`src/rtl/tic_tac_toe_comp_player.sv`:
```
// Computer opponent for the tic-tac-toe game core.
// It takes a snapshot of the board and scans the eight lines one per cycle,
// first for a winning move and then for a blocking move. If neither exists it
// takes the first empty cell in a fixed preference order. It then strobes pc
// with comp_pos and waits for the core to show the computer mark in that cell.
//
// state        | meaning
// -------------+---------------------------------------------------------------
// S_IDLE       | waiting for req; an illegal req is refused, a legal one takes a snapshot
// S_SCAN_WIN   | line line_idx_q: two computer marks plus one empty cell -> take it
// S_SCAN_BLOCK | line line_idx_q: two player marks plus one empty cell -> take it
// S_PICK       | fallback: first empty cell in order 4,0,2,6,8,1,3,5,7
// S_ISSUE      | pc high for one cycle, comp_pos valid
// S_WAIT_ACK   | watch the live cell at comp_pos until it is COMP or the timer expires
// S_REFUSE     | no_move pulse, then back to idle
module tic_tac_toe_comp_player #(
    parameter int         TIMEOUT_CYC = 16,
    parameter int         CNT_W       = 5,
    parameter logic [1:0] COMP_CODE   = 2'b10
) (
    input  logic       clk,
    input  logic       reset,
    input  logic       req,
    input  logic [1:0] pos1,
    input  logic [1:0] pos2,
    input  logic [1:0] pos3,
    input  logic [1:0] pos4,
    input  logic [1:0] pos5,
    input  logic [1:0] pos6,
    input  logic [1:0] pos7,
    input  logic [1:0] pos8,
    input  logic [1:0] pos9,
    input  logic [1:0] who,
    output logic [3:0] comp_pos,
    output logic       pc,
    output logic       busy,
    output logic       done,
    output logic       no_move,
    output logic       timeout
);

    localparam logic [1:0]       PLAYER_CODE = 2'b01;
    localparam logic [1:0]       EMPTY_CODE  = 2'b00;
    localparam logic [CNT_W-1:0] TIMER_LAST  = CNT_W'(TIMEOUT_CYC - 1);
    localparam logic [3:0]       PICK_ORDER [9] = '{4'd4, 4'd0, 4'd2, 4'd6, 4'd8,
                                                    4'd1, 4'd3, 4'd5, 4'd7};

    typedef enum logic [2:0] {
        S_IDLE,
        S_SCAN_WIN,
        S_SCAN_BLOCK,
        S_PICK,
        S_ISSUE,
        S_WAIT_ACK,
        S_REFUSE
    } state_t;

    state_t                 state_q, state_d;
    logic [2:0]             line_idx_q, line_idx_d;
    logic [CNT_W-1:0]       timer_q, timer_d;
    logic [8:0][1:0]        board_q, board_d;
    logic [3:0]             comp_pos_q, comp_pos_d;
    logic                   pc_q, pc_d;
    logic                   busy_q, busy_d;
    logic                   done_q, done_d;
    logic                   no_move_q, no_move_d;
    logic                   timeout_q, timeout_d;

    logic [8:0][1:0]        board_live;
    logic                   any_empty_live;
    logic [3:0]             cell_a, cell_b, cell_c;
    logic [1:0]             val_a, val_b, val_c;
    logic [1:0]             mark;
    logic                   hit;
    logic [3:0]             hit_cell;
    logic [3:0]             pick_cell;
    logic                   confirm;
    logic                   expire;
    logic [CNT_W-1:0]       timer_inc;

    // Cell indices {a, b, c} of each scan line, in priority order.
    function automatic logic [11:0] line_cells(input logic [2:0] idx);
        case (idx)
            3'd0:    return {4'd0, 4'd1, 4'd2};
            3'd1:    return {4'd3, 4'd4, 4'd5};
            3'd2:    return {4'd6, 4'd7, 4'd8};
            3'd3:    return {4'd0, 4'd3, 4'd6};
            3'd4:    return {4'd1, 4'd4, 4'd7};
            3'd5:    return {4'd2, 4'd5, 4'd8};
            3'd6:    return {4'd0, 4'd4, 4'd8};
            default: return {4'd2, 4'd4, 4'd6};
        endcase
    endfunction

    // Live board view and emptiness check used at request time.
    always_comb begin
        board_live     = {pos9, pos8, pos7, pos6, pos5, pos4, pos3, pos2, pos1};
        any_empty_live = 1'b0;
        for (int i = 0; i < 9; i++) begin
            if (board_live[i] == EMPTY_CODE) any_empty_live = 1'b1;
        end
    end

    // Evaluate the current scan line against the snapshot; the mark depends on the scan phase.
    always_comb begin
        {cell_a, cell_b, cell_c} = line_cells(line_idx_q);
        val_a    = board_q[cell_a];
        val_b    = board_q[cell_b];
        val_c    = board_q[cell_c];
        mark     = (state_q == S_SCAN_BLOCK) ? PLAYER_CODE : COMP_CODE;
        hit      = 1'b0;
        hit_cell = cell_a;
        if (val_a == EMPTY_CODE && val_b == mark && val_c == mark) begin
            hit      = 1'b1;
            hit_cell = cell_a;
        end else if (val_a == mark && val_b == EMPTY_CODE && val_c == mark) begin
            hit      = 1'b1;
            hit_cell = cell_b;
        end else if (val_a == mark && val_b == mark && val_c == EMPTY_CODE) begin
            hit      = 1'b1;
            hit_cell = cell_c;
        end
    end

    // Fallback choice: walk the preference list backwards so the earliest empty entry wins.
    always_comb begin
        pick_cell = 4'd4;
        for (int i = 8; i >= 0; i--) begin
            if (board_q[PICK_ORDER[i]] == EMPTY_CODE) pick_cell = PICK_ORDER[i];
        end
    end

    // Acknowledge watch on the live board; confirmation takes priority over expiry.
    always_comb begin
        confirm   = (board_live[comp_pos_q] == COMP_CODE);
        timer_inc = timer_q + CNT_W'(1);
        expire    = (timer_inc == TIMER_LAST);
    end

    // State and all registered outputs.
    always_ff @(posedge clk or negedge reset) begin
        if (!reset) begin
            state_q    <= S_IDLE;
            line_idx_q <= '0;
            timer_q    <= '0;
            board_q    <= '0;
            comp_pos_q <= '0;
            pc_q       <= 1'b0;
            busy_q     <= 1'b0;
            done_q     <= 1'b0;
            no_move_q  <= 1'b0;
            timeout_q  <= 1'b0;
        end else begin
            state_q    <= state_d;
            line_idx_q <= line_idx_d;
            timer_q    <= timer_d;
            board_q    <= board_d;
            comp_pos_q <= comp_pos_d;
            pc_q       <= pc_d;
            busy_q     <= busy_d;
            done_q     <= done_d;
            no_move_q  <= no_move_d;
            timeout_q  <= timeout_d;
        end
    end

    // Next-state logic, including scan index, timer and board snapshot.
    always_comb begin
        state_d    = state_q;
        line_idx_d = line_idx_q;
        timer_d    = timer_q;
        board_d    = board_q;
        case (state_q)
            S_IDLE: begin
                if (req) begin
                    if (who != 2'b00 || !any_empty_live) begin
                        state_d = S_REFUSE;
                    end else begin
                        board_d    = board_live;
                        line_idx_d = '0;
                        state_d    = S_SCAN_WIN;
                    end
                end
            end
            S_SCAN_WIN: begin
                if (hit) begin
                    state_d = S_ISSUE;
                end else if (line_idx_q == 3'd7) begin
                    line_idx_d = '0;
                    state_d    = S_SCAN_BLOCK;
                end else begin
                    line_idx_d = line_idx_q + 3'd1;
                end
            end
            S_SCAN_BLOCK: begin
                if (hit) begin
                    state_d = S_ISSUE;
                end else if (line_idx_q == 3'd7) begin
                    state_d = S_PICK;
                end else begin
                    line_idx_d = line_idx_q + 3'd1;
                end
            end
            S_PICK:  state_d = S_ISSUE;
            S_ISSUE: begin
                timer_d = '0;
                state_d = S_WAIT_ACK;
            end
            S_WAIT_ACK: begin
                if (confirm || expire) begin
                    state_d = S_IDLE;
                end else begin
                    timer_d = timer_inc;
                end
            end
            S_REFUSE: state_d = S_IDLE;
            default:  state_d = S_IDLE;
        endcase
    end

    // Output logic: values the output flops take on the next edge.
    always_comb begin
        comp_pos_d = comp_pos_q;
        if ((state_q == S_SCAN_WIN || state_q == S_SCAN_BLOCK) && hit) begin
            comp_pos_d = hit_cell;
        end else if (state_q == S_PICK) begin
            comp_pos_d = pick_cell;
        end
        pc_d      = (state_d == S_ISSUE);
        busy_d    = (state_d != S_IDLE);
        no_move_d = (state_d == S_REFUSE);
        done_d    = (state_q == S_WAIT_ACK) && confirm;
        timeout_d = (state_q == S_WAIT_ACK) && !confirm && expire;
    end

    assign comp_pos = comp_pos_q;
    assign pc       = pc_q;
    assign busy     = busy_q;
    assign done     = done_q;
    assign no_move  = no_move_q;
    assign timeout  = timeout_q;

endmodule

```
`config.mk`:
```
export PLATFORM = sky130hd
export DESIGN_NAME = tic_tac_toe_comp_player
export DESIGN_NICKNAME = d
export VERILOG_FILES = /design/src/rtl/tic_tac_toe_comp_player.sv
export SDC_FILE = /design/constraint.sdc
export NUM_CORES = 1
export LEC_CHECK = 0
export BUFFER_PORTS_ARGS = -buffer_cell sky130_fd_sc_hd__buf_2
export CAP_MARGIN = 0
export CORE_MARGIN = 2
export CORE_UTILIZATION = 40
export CTS_CLUSTER_DIAMETER = 40
export DETAILED_ROUTE_END_ITERATION = 8
export SETUP_SLACK_MARGIN = 0.2
export SLEW_MARGIN = 5
export SYNTH_ARGS = -nofsm -noshare
export SYNTH_HDL_FRONTEND = slang
export SYNTH_SLANG_ARGS = --single-unit
```
`constraint.sdc`:
```
create_clock -name clk -period 5.2 [get_ports clk]
set_clock_uncertainty 0.2 [all_clocks]
set_input_delay 0.52 -clock clk [delete_from_list [all_inputs] [get_ports clk]]
set_output_delay 0.52 -clock clk [all_outputs]
set_load 0.005 [all_outputs]
```
; ---- Word-level counts from Yosys, hierarchy flattened
; Index checks and enable logic that the tools add are counted.
[word_totals]
input_bits = 23
out_inout_bits = 9
reg_bits = 38
word_cells = 149
[op_classes]
n_mux = 53
n_eq_ne = 25
n_reduce_logical = 46
n_lt_le_gt_ge = 4
addsub = 2
n_bitwise = 1
[op_table]
columns = cell, count
row1 = one-hot mux 11 bit (7 select lines), 1
row2 = 2-to-1 mux 4 bit, 13
row3 = logical NOT 2 bit, 21
row4 = 2-to-1 mux 3 bit, 13
row5 = binary-select mux 2 bit (select 4 bit), 4
row6 = "equality test 3 bit, second input constant", 8
row7 = "less-than comparator 4 x 5 -> 1 bit, second input constant", 4
row8 = one-hot mux 3 bit (6 select lines), 1
row9 = "equality test 3 x 2 -> 1 bit, second input constant", 4
row10 = 2-to-1 mux 1 bit, 12
row11 = 2-to-1 mux 2 bit, 6
row12 = "!= test 2 bit, second input constant", 6
row13 = logical AND 1 bit, 10
row14 = one-hot mux 5 bit (2 select lines), 1
row15 = one-hot mux 3 bit (3 select lines), 1
row16 = equality test 2 bit, 3
row17 = "equality test 3 x 1 -> 1 bit, second input constant", 2
row18 = logical NOT 3 bit, 2
row19 = AND reduction 6 bit, 1
row20 = nonzero test 2 bit, 3
row21 = nonzero test 3 bit, 2
row22 = "adder 5 x 1 -> 5 bit, second input constant", 1
row23 = "equality test 5 x 4 -> 1 bit, second input constant", 1
row24 = 2-to-1 mux 5 bit, 1
row25 = 7 further kinds, 10

; ---- Logic depth before layout (Yosys ltp)
; Gate-level depths: netlist of run 1.
[depth]
word_depth = 16
ltp_mapped = 13

; ---- Least setup slack after synthesis of run 1
; Ideal clock, no wire load.
[synth_timing]
path_kind = flip-flop to flip-flop
from = register line_idx_q[2]
to = register comp_pos_q[3], in the netlist comp_pos[3]
arrival_time_ns = 3.613
n_path_buf = 2
stages_incl_launch_ff = 13
path_slack_ns = 1.262
cell_sequence = dfrtp_1 > buf_2 > clkbuf_1 > inv_1 > ha_1 > or4b_2 > o21a_1 > nor3b_1 > a2111o_1 > or4_4 > a21oi_4 > a21oi_2 > mux2_4
[synth_via]
elab_chain_len = 12
word_cells_on_any_way = 35
cone_classes = 9 x eq/ne / 14 x mux / 12 x reduce/logical
[synth_lines]
columns = element, line_no
row1 = "start, declared", 59  ; logic [2:0] line_idx_q, line_idx_d;
row2 = "start signal, assigned", 155  ; line_idx_q <= line_idx_d;
row3 = "equality test 3 bit, or another cell as far along", 83  ; case (idx)
row4 = one-hot mux 11 bit (7 select lines) (*), 83
row5 = "binary-select mux 2 bit (select 4 bit), on equally long branches", "107, 108"
row6 = "2-to-1 mux 2 bit, on equally long branches", "107, 108"
row7 = "equality test 2 bit, on equally long branches", "116, 119, 113"
row8 = logical AND 1 bit (2 in series), 119  ; end else if (val_a == mark && val_b == mark && val_c == EMPTY_CODE) begin
row9 = 2-to-1 mux 1 bit, 119
row10 = 2-to-1 mux 1 bit, 116  ; end else if (val_a == mark && val_b == EMPTY_CODE && val_c == mark) begin
row11 = 2-to-1 mux 1 bit, 113  ; if (val_a == EMPTY_CODE && val_b == mark && val_c == mark) begin
row12 = logical AND 1 bit, 224  ; if ((state_q == S_SCAN_WIN || state_q == S_SCAN_BLOCK) && hit) begin
row13 = 2-to-1 mux 4 bit / nonzero test 2 bit (equally long branches), n/a
row14 = "end signal, assigned", 158  ; comp_pos_q <= comp_pos_d;
row15 = "end, declared", 62  ; logic [3:0] comp_pos_q, comp_pos_d;
; Every way passes the cells marked *; elsewhere a longest branch is shown, timed or not. The select of a mux whose other input is x is not followed.
; A chain may end at the register's enable or synchronous reset.

; ---- Worst setup path in the final report of run 1
[layout_timing]
from = register line_idx_q[0]
to = register comp_pos_q[3], in the netlist comp_pos[3]
; The elaborated chain is that of the path after synthesis.

==> summary.txt, run 1 <==
Outcome
  • Status: finished, final reports clean

Synthesis
  • Post-Synthesis Cells: 310
  • Syn_area_per_cell: 9.42 sq um
  • Synth top area share: 32.6%
  • Post-synth EDFFs: 0
  • Sequential area share after synthesis: 32.6%
  • Top cells by area, synth: dfrtp_1 33%, mux2_2 8.5%, mux2i_1 5.8%, nor2_1 3.7%, ha_1 3.4%
  • Ys Warns: 0
  • Post-synth cell types: 62
  • Post-Synthesis Net Count: 341
  • Prevailing post-synth register cell: dfrtp_1
  • Syn Std Cell Area: 2920 sq um
  • #FFs+latches synth: 38
  • Synth async-reset ratio: 100%
  • Biggest area consumer among synthesized cells: dfrtp_1

Critical path
  • Crit-path max cell delay: 640 ps
  • Type of the worst setup path: flop to flop
  • Slowest CP cell: or4_1
  • Cell Chain, Critical Path: ha_1, ha_1, nor2_1, a221oi_4, mux2i_1, or4_1, or4_4, a21oi_4, a21oi_2, mux2_4
  • Crit-path leading delay family: simple AND/OR/NAND/NOR gates
  • Most used cell, CP: ha_1
  • Crit path required time: 5180 ps
  • Critical path arrival: 4470 ps
  • Buf/Inv on CP: 0
  • Critical path peak fanout: 22
  • CP Launch Type: flop
  • CP endpoint kind: flop

Power and ir drop
  • Switching Power: 0.00103 W
  • Internal Power: 0.00111 W
  • Peak supply drop: 0.293 mV
  • Leakage: 1.38 nW
  • Clock share of power: 9.9%
  • Logic pwr share: 61.0%
  • Sequential power share: 29.2%
  • Net switching fraction of the power: 48.2%
  • PD cells: 659 nW/um^2

Layout
  • Layout cell share with drive strength beyond 1: 24.6%
  • Most common cell after layout, fill and taps aside: dfrtp_1
  • Commonest cells after routing, fill and taps aside: 38 x dfrtp_1, 31 x buf_2, 29 x nor2_1
  • Register area: 951 sq um
  • Non-filler instance count after layout: 436
  • Filler cells: 721
  • Nets@finish: 367
  • Multi-input logic area: 1850 sq um
  • Antenna Cells: 0
  • Layout area overhead: 11.2%

STA
  • Achievable Freq: 223 MHz
  • Relative slew slack: 44.0%
  • Final Max Tran Viols: 0
  • Final Cycle Share: 86.3%
  • Fin Setup TNS: 0 ps
  • Tightest Pin Transition: 840 ps
  • Min cycle time layout: 4490 ps
  • Final setup vio count: 0
  • RSZ-0062 raised after global routing: false
  • Hold Violations, Final: 0

Clock tree
  • PostCTS Resize Cnt: 0
  • CTS tree: built
  • Setup bufs post-CTS: 0
  • CTS Sinks: 38
  • Root buf cell: clkbuf_8
  • TritonCTS Buffers: 5
  • Worst-Skew Late Latency: 290 ps
  • Cts hold-fix bufs: 0
  • H-tree levels: 2
  • CTS clk-pin slew, worst paths: 80 ps
  • Largest buffer count on any clock path: 2

Global route
  • Met1 Use GR: 29.3%
  • Met3 usage in global routing: 2.77%
  • First-pass GRT wire length: 12.9 mm
  • GRT overflow: 0
  • Met2 usage: 33.9%
  • Vias in the first global route: 2,577
  • GRT Total Usage: 20.7%
  • Busiest grt layer: met2
  • Initial antenna violation count: 0
  • Largest net degree at the start of global routing: 39

Placement
  • RePlAce Congestion: 0.951
  • DP HPWL: 5.69 mm
  • IO Port Bufs: 31
  • Placed insts: 428

Min path
  • Hold WC Path Type: input port to async pin

Job
  • Max_cap viols: 0

Drt
  • Average vias per placed instance: 5.86
  • Antenna viol nets, final: 0
  • DR pass1 iterations: 4
  • Post-Route WL: 7.61 mm
  • Vias post-DR: 2,556
  • Residual DRC count: 0
  • WL/cell: 17.5 microns
  • Starting DRT DRC Count: 124

Die
  • Die area: 8000 sq um
  • Die width: 89.4 microns
  • # rows: 31
  • Die Ht: 89.4 microns
  • Core area: 7180 sq um
  • # IOs: 32
  • Starting density of the core: 40.7%
[area by class of cell]
cell class | count | area share [%]
repair buffers | 33 | 5.24
clock inverters | 1 | 0.154
flip-flops and latches | 38 | 29.3
inverters | 15 | 1.73
clock buffers | 7 | 2.66
well taps | 99 | 3.82
multi-input cells | 243 | 57.1
[synthesized netlist by cell type, types with 4 or more instances]
library cell  number
a211o_1            5
clkbuf_1          10
a21oi_1            8
o211ai_1           6
nor3_1             5
inv_1             14
a211oi_1           5
mux2i_1           17
nand2b_1           6
dfrtp_1           38
nand3_1           14
ha_1               8
o22ai_1           11
a22o_1             5
or3_1              4
nor2_1            29
o21ai_0            8
a32oi_1            4
nand2_1           14
nand4b_1           4
mux2_2            22
nor3b_1            4
nor4_1             6
[layer usage]
layer	vias to the layer above	wire [microns]
met1	1239	3670
li1	1245	-
met2	63	3450
met3	9	400
met5	-	0
met4	0	84
[registers in the layout (all words and copies together), names as in the netlist]
name        cells
busy            1
timer_q         5
state_q         3
pc              1
done            1
timeout         1
line_idx_q      3
comp_pos        4
board_q        18
no_move         1
[power groups by stage]
stage                     Combinational (W)  Sequential (W)  Clock (W)
after CTS                           0.00129        0.000618   0.000214
final                               0.00130        0.000624   0.000211
after global routing                0.00144        0.000648   0.000227
after detailed placement            0.00129        0.000623          0
after floorplan                     0.00107        0.000525          0
after global placement              0.00127        0.000621          0
[metrics by stage]
| stage | area [sq um] | hold slack (ps) | total power (W) | util (%) | setup WS, ps |
|---|---|---|---|---|---|
| CTS | 3250 | 159 | 0.00213 | 45.2 | 738 |
| floorplan | 2920 | 24.4 | 0.00159 | - | 1260 |
| finish | 3250 | 128 | 0.00214 | 45.2 | 714 |
| global placement | 3150 | 332 | 0.00189 | 44.0 | 884 |
| detailed placement | 3150 | 333 | 0.00191 | 44.0 | 754 |
| global route | 3250 | 195 | 0.00232 | 45.2 | 434 |
[worst paths after layout]
| path | startpoint | to | slack [ps] | depth (start not counted) |
|---|---|---|---|---|
| max in group asynchronous | reset | board_q[16] | 4140 | 1 |
| hold reg to reg | timer_q[0] | timer_q[0] | 340 | 1 |
| setup / recovery | line_idx_q[0] | comp_pos[3] | 710 | 10 |
| min in group clk | pos7[0] | board_q[12] | 290 | 2 |
| setup reg to reg | line_idx_q[0] | comp_pos[3] | 710 | 10 |
| hold / removal | reset | board_q[10] | 130 | 1 |
[logic make-up after synthesis]
family	share of synthesized area [%]
simple gates	20.2
compound gates	22.1
mux	16.8
flops	32.6
buf+inv	3.94
fa+ha+maj	3.43
xor+xnor	0.900
[worst register-to-register path: cells and delay by family, from the launching register on]
| family | cells | cell delay [ps] |
|---|---|---|
| multiplexers | 2 | 520 |
| flip-flops | 1 | 430 |
| adder cells (fa/ha/maj) | 2 | 840 |
| AO/OA/AOI/OAI | 3 | 890 |
| AND/OR/NAND/NOR | 3 | 1510 |
No activity file was read; power rests on OpenSTA's default activity.
==> inputs of run 2 (changes only) <==
- REMOVE_ABC_BUFFERS: not set -> 1
==> summary.txt, run 2 (synthesis gave the netlist of run 1 again) <==
Power and ir drop
  • Peak supply drop: 0.231 mV (-21%)
  • PD cells: 670 nW/um^2 (+1.7%)
  • Leakage: 1.39 nW (+0.70%)

Global route
  • First-pass GRT wire length: 13.0 mm (+1.3%)
  • GRT Total Usage: 20.9% (+0.21 points)
  • GRT overflow: 0 (unchanged)
  • Largest net degree at the start of global routing: 39 (unchanged)
  • Vias in the first global route: 2,514 (-2.4%)
  • Initial antenna violation count: 0 (unchanged)

Critical path
  • Crit path required time: 5180 ps (about the same)
  • Critical path arrival: 4510 ps (+40 ps)
  • CP Launch Type: flop
  • Slowest CP cell: ha_1
  • Worst reg2reg path endpoint: comp_pos[3]
  • Reg2reg setup slack: 660 ps (-50 ps)
  • Setup crit end: comp_pos[3]
  • Type of the worst setup path: flop to flop
  • CP endpoint kind: flop
  • R2R cell count: 10 (unchanged)
  • Cell Chain, Critical Path: ha_1, ha_1, nor2_1, a221oi_4, mux2i_1, or4_4, or4_4, a21oi_4, a21oi_2, mux2_4
  • Worst Setup SP: line_idx_q[0]
  • Crit-path max cell delay: 610 ps (-30 ps)
  • RR Startpoint: line_idx_q[0]
  • Critical path peak fanout: 22 (unchanged)

Clock tree
  • H-tree levels: 2 (unchanged)
  • Largest buffer count on any clock path: 2 (unchanged)
  • CTS tree: built
  • CTS clk-pin slew, worst paths: 80 ps (about the same)
  • Root buf cell: clkbuf_8
  • PostCTS Resize Cnt: 0 (unchanged)
  • CTS Sinks: 38 (unchanged)
  • Setup bufs post-CTS: 0 (unchanged)
  • TritonCTS Buffers: 5 (unchanged)
  • Worst-Skew Late Latency: 290 ps (about the same)
  • Cts hold-fix bufs: 0 (unchanged)

Layout
  • Most common cell after layout, fill and taps aside: dfrtp_1
  • Largest Register: board_q
  • Antenna Cells: 0 (unchanged)
  • Max reg flops: 18 (unchanged)
  • Filler cells: 709 (-1.7%)
  • Commonest cells after routing, fill and taps aside: 38 x dfrtp_1, 31 x buf_2, 29 x nor2_1
  • Nets@finish: 367 (unchanged)
  • Layout area overhead: 11.8%
  • Layout cell share with drive strength beyond 1: 24.9% (+0.30 points)

Die
  • Core area: 7180 sq um (unchanged)
  • # rows: 31 (unchanged)
  • Starting density of the core: 40.7% (unchanged)
  • Die Ht: 89.4 microns (unchanged)
  • Die width: 89.4 microns (unchanged)
  • # IOs: 32 (unchanged)
  • Die area: 8000 sq um (unchanged)

STA
  • Fin Setup TNS: 0 ps (unchanged)
  • Min cycle time layout: 4540 ps (+50.0 ps)
  • Relative slew slack: 43.9% (-0.080 points)
  • Final setup vio count: 0 (unchanged)
  • RSZ-0062 raised after global routing: false
  • Final Max Tran Viols: 0 (unchanged)
  • Final Cycle Share: 87.2% (+0.96 points)
  • Achievable Freq: 220 MHz (-1.1%)
  • Hold Violations, Final: 0 (unchanged)
  • Tightest Pin Transition: 842 ps (+1.21 ps)
  • Setup WS post-layout: 664 ps (-50.0 ps)

Drt
  • Residual DRC count: 0 (unchanged)
  • Average vias per placed instance: 5.98 (+2.0%)
  • WL/cell: 17.7 microns (+1.4%)
  • Antenna viol nets, final: 0 (unchanged)
  • DR pass1 iterations: 5 (+1)
  • Vias post-DR: 2,607 (+2.0%)
  • Post-Route WL: 7.72 mm (+1.4%)
  • Starting DRT DRC Count: 260 (+110%)

Outcome
  • Status: finished, final reports clean

Placement
  • DP HPWL: 5.78 mm (+1.6%)
  • RePlAce Congestion: 0.979 (+3.0%)
  • IO Port Bufs: 31 (unchanged)
  • Place WS: 737 ps (-17.1 ps)

Min path
  • Hold WC Path Type: input port to async pin

Job
  • Max_cap viols: 0 (unchanged)
run 2: metal layers:
metal	global-route usage (%)	part of all wire (%)	vias up
met4	5.56	2.1	0
met3	3.69	5.2	16
li1	-	-	1242
met1	28.3	45	1262
met5	0	0	-
met2	34.5	47	87
run 2: worst min-delay path by stage:
stage / slack [ps] / depth (start not counted) / to
global route: 190 / 1 / timer_q[3]
detailed placement: 340 / 1 / timer_q[0]
finish: 120 / 1 / timer_q[3]
global placement: 330 / 1 / timer_q[0]
floorplan: 20 / 0 / board_q[0]
CTS: 150 / 1 / timer_q[3]
run 2: cell type report:
| class | count | area [sq um] | area share, % |
|---|---|---|---|
| Multi-Input combinational cell | 243 | 1850 | 56.8 |
| Sequential cell | 38 | 951 | 29.1 |
| Timing Repair Buffer | 33 | 170 | 5.21 |
| Tap cell | 99 | 124 | 3.80 |
| Clock buffer | 5 | 68.8 | 2.11 |
| Inverter | 15 | 56.3 | 1.73 |
| Clock inverter | 3 | 40.0 | 1.23 |
run 2: metrics by stage:
step	total power [W]	instance area [sq um]	hold WS, ps	instances	utilization, %
final	0.00219	3260	124	436	45.5
after global routing	0.00236	3260	193	436	45.5
after CTS	0.00216	3260	148	436	45.5
after detailed placement	0.00191	3150	341	428	44.0
after global placement	0.00189	3150	332	428	44.0
after floorplan	0.00157	2860	24.4	296	-
run 2: power by group:
part           internal, W  switching, W
combinational     0.000582      0.000729
sequential        0.000420      0.000210
clock             0.000141      0.000105
run 2: worst max-delay path, delay by kind of cell (launching register included):
family	cells	cell delay (ps)
and+or+nand+nor	3	1460
muxes	2	540
adders and majority gates	2	850
DFF	1	450
AOI/OAI and AO/OA	3	910
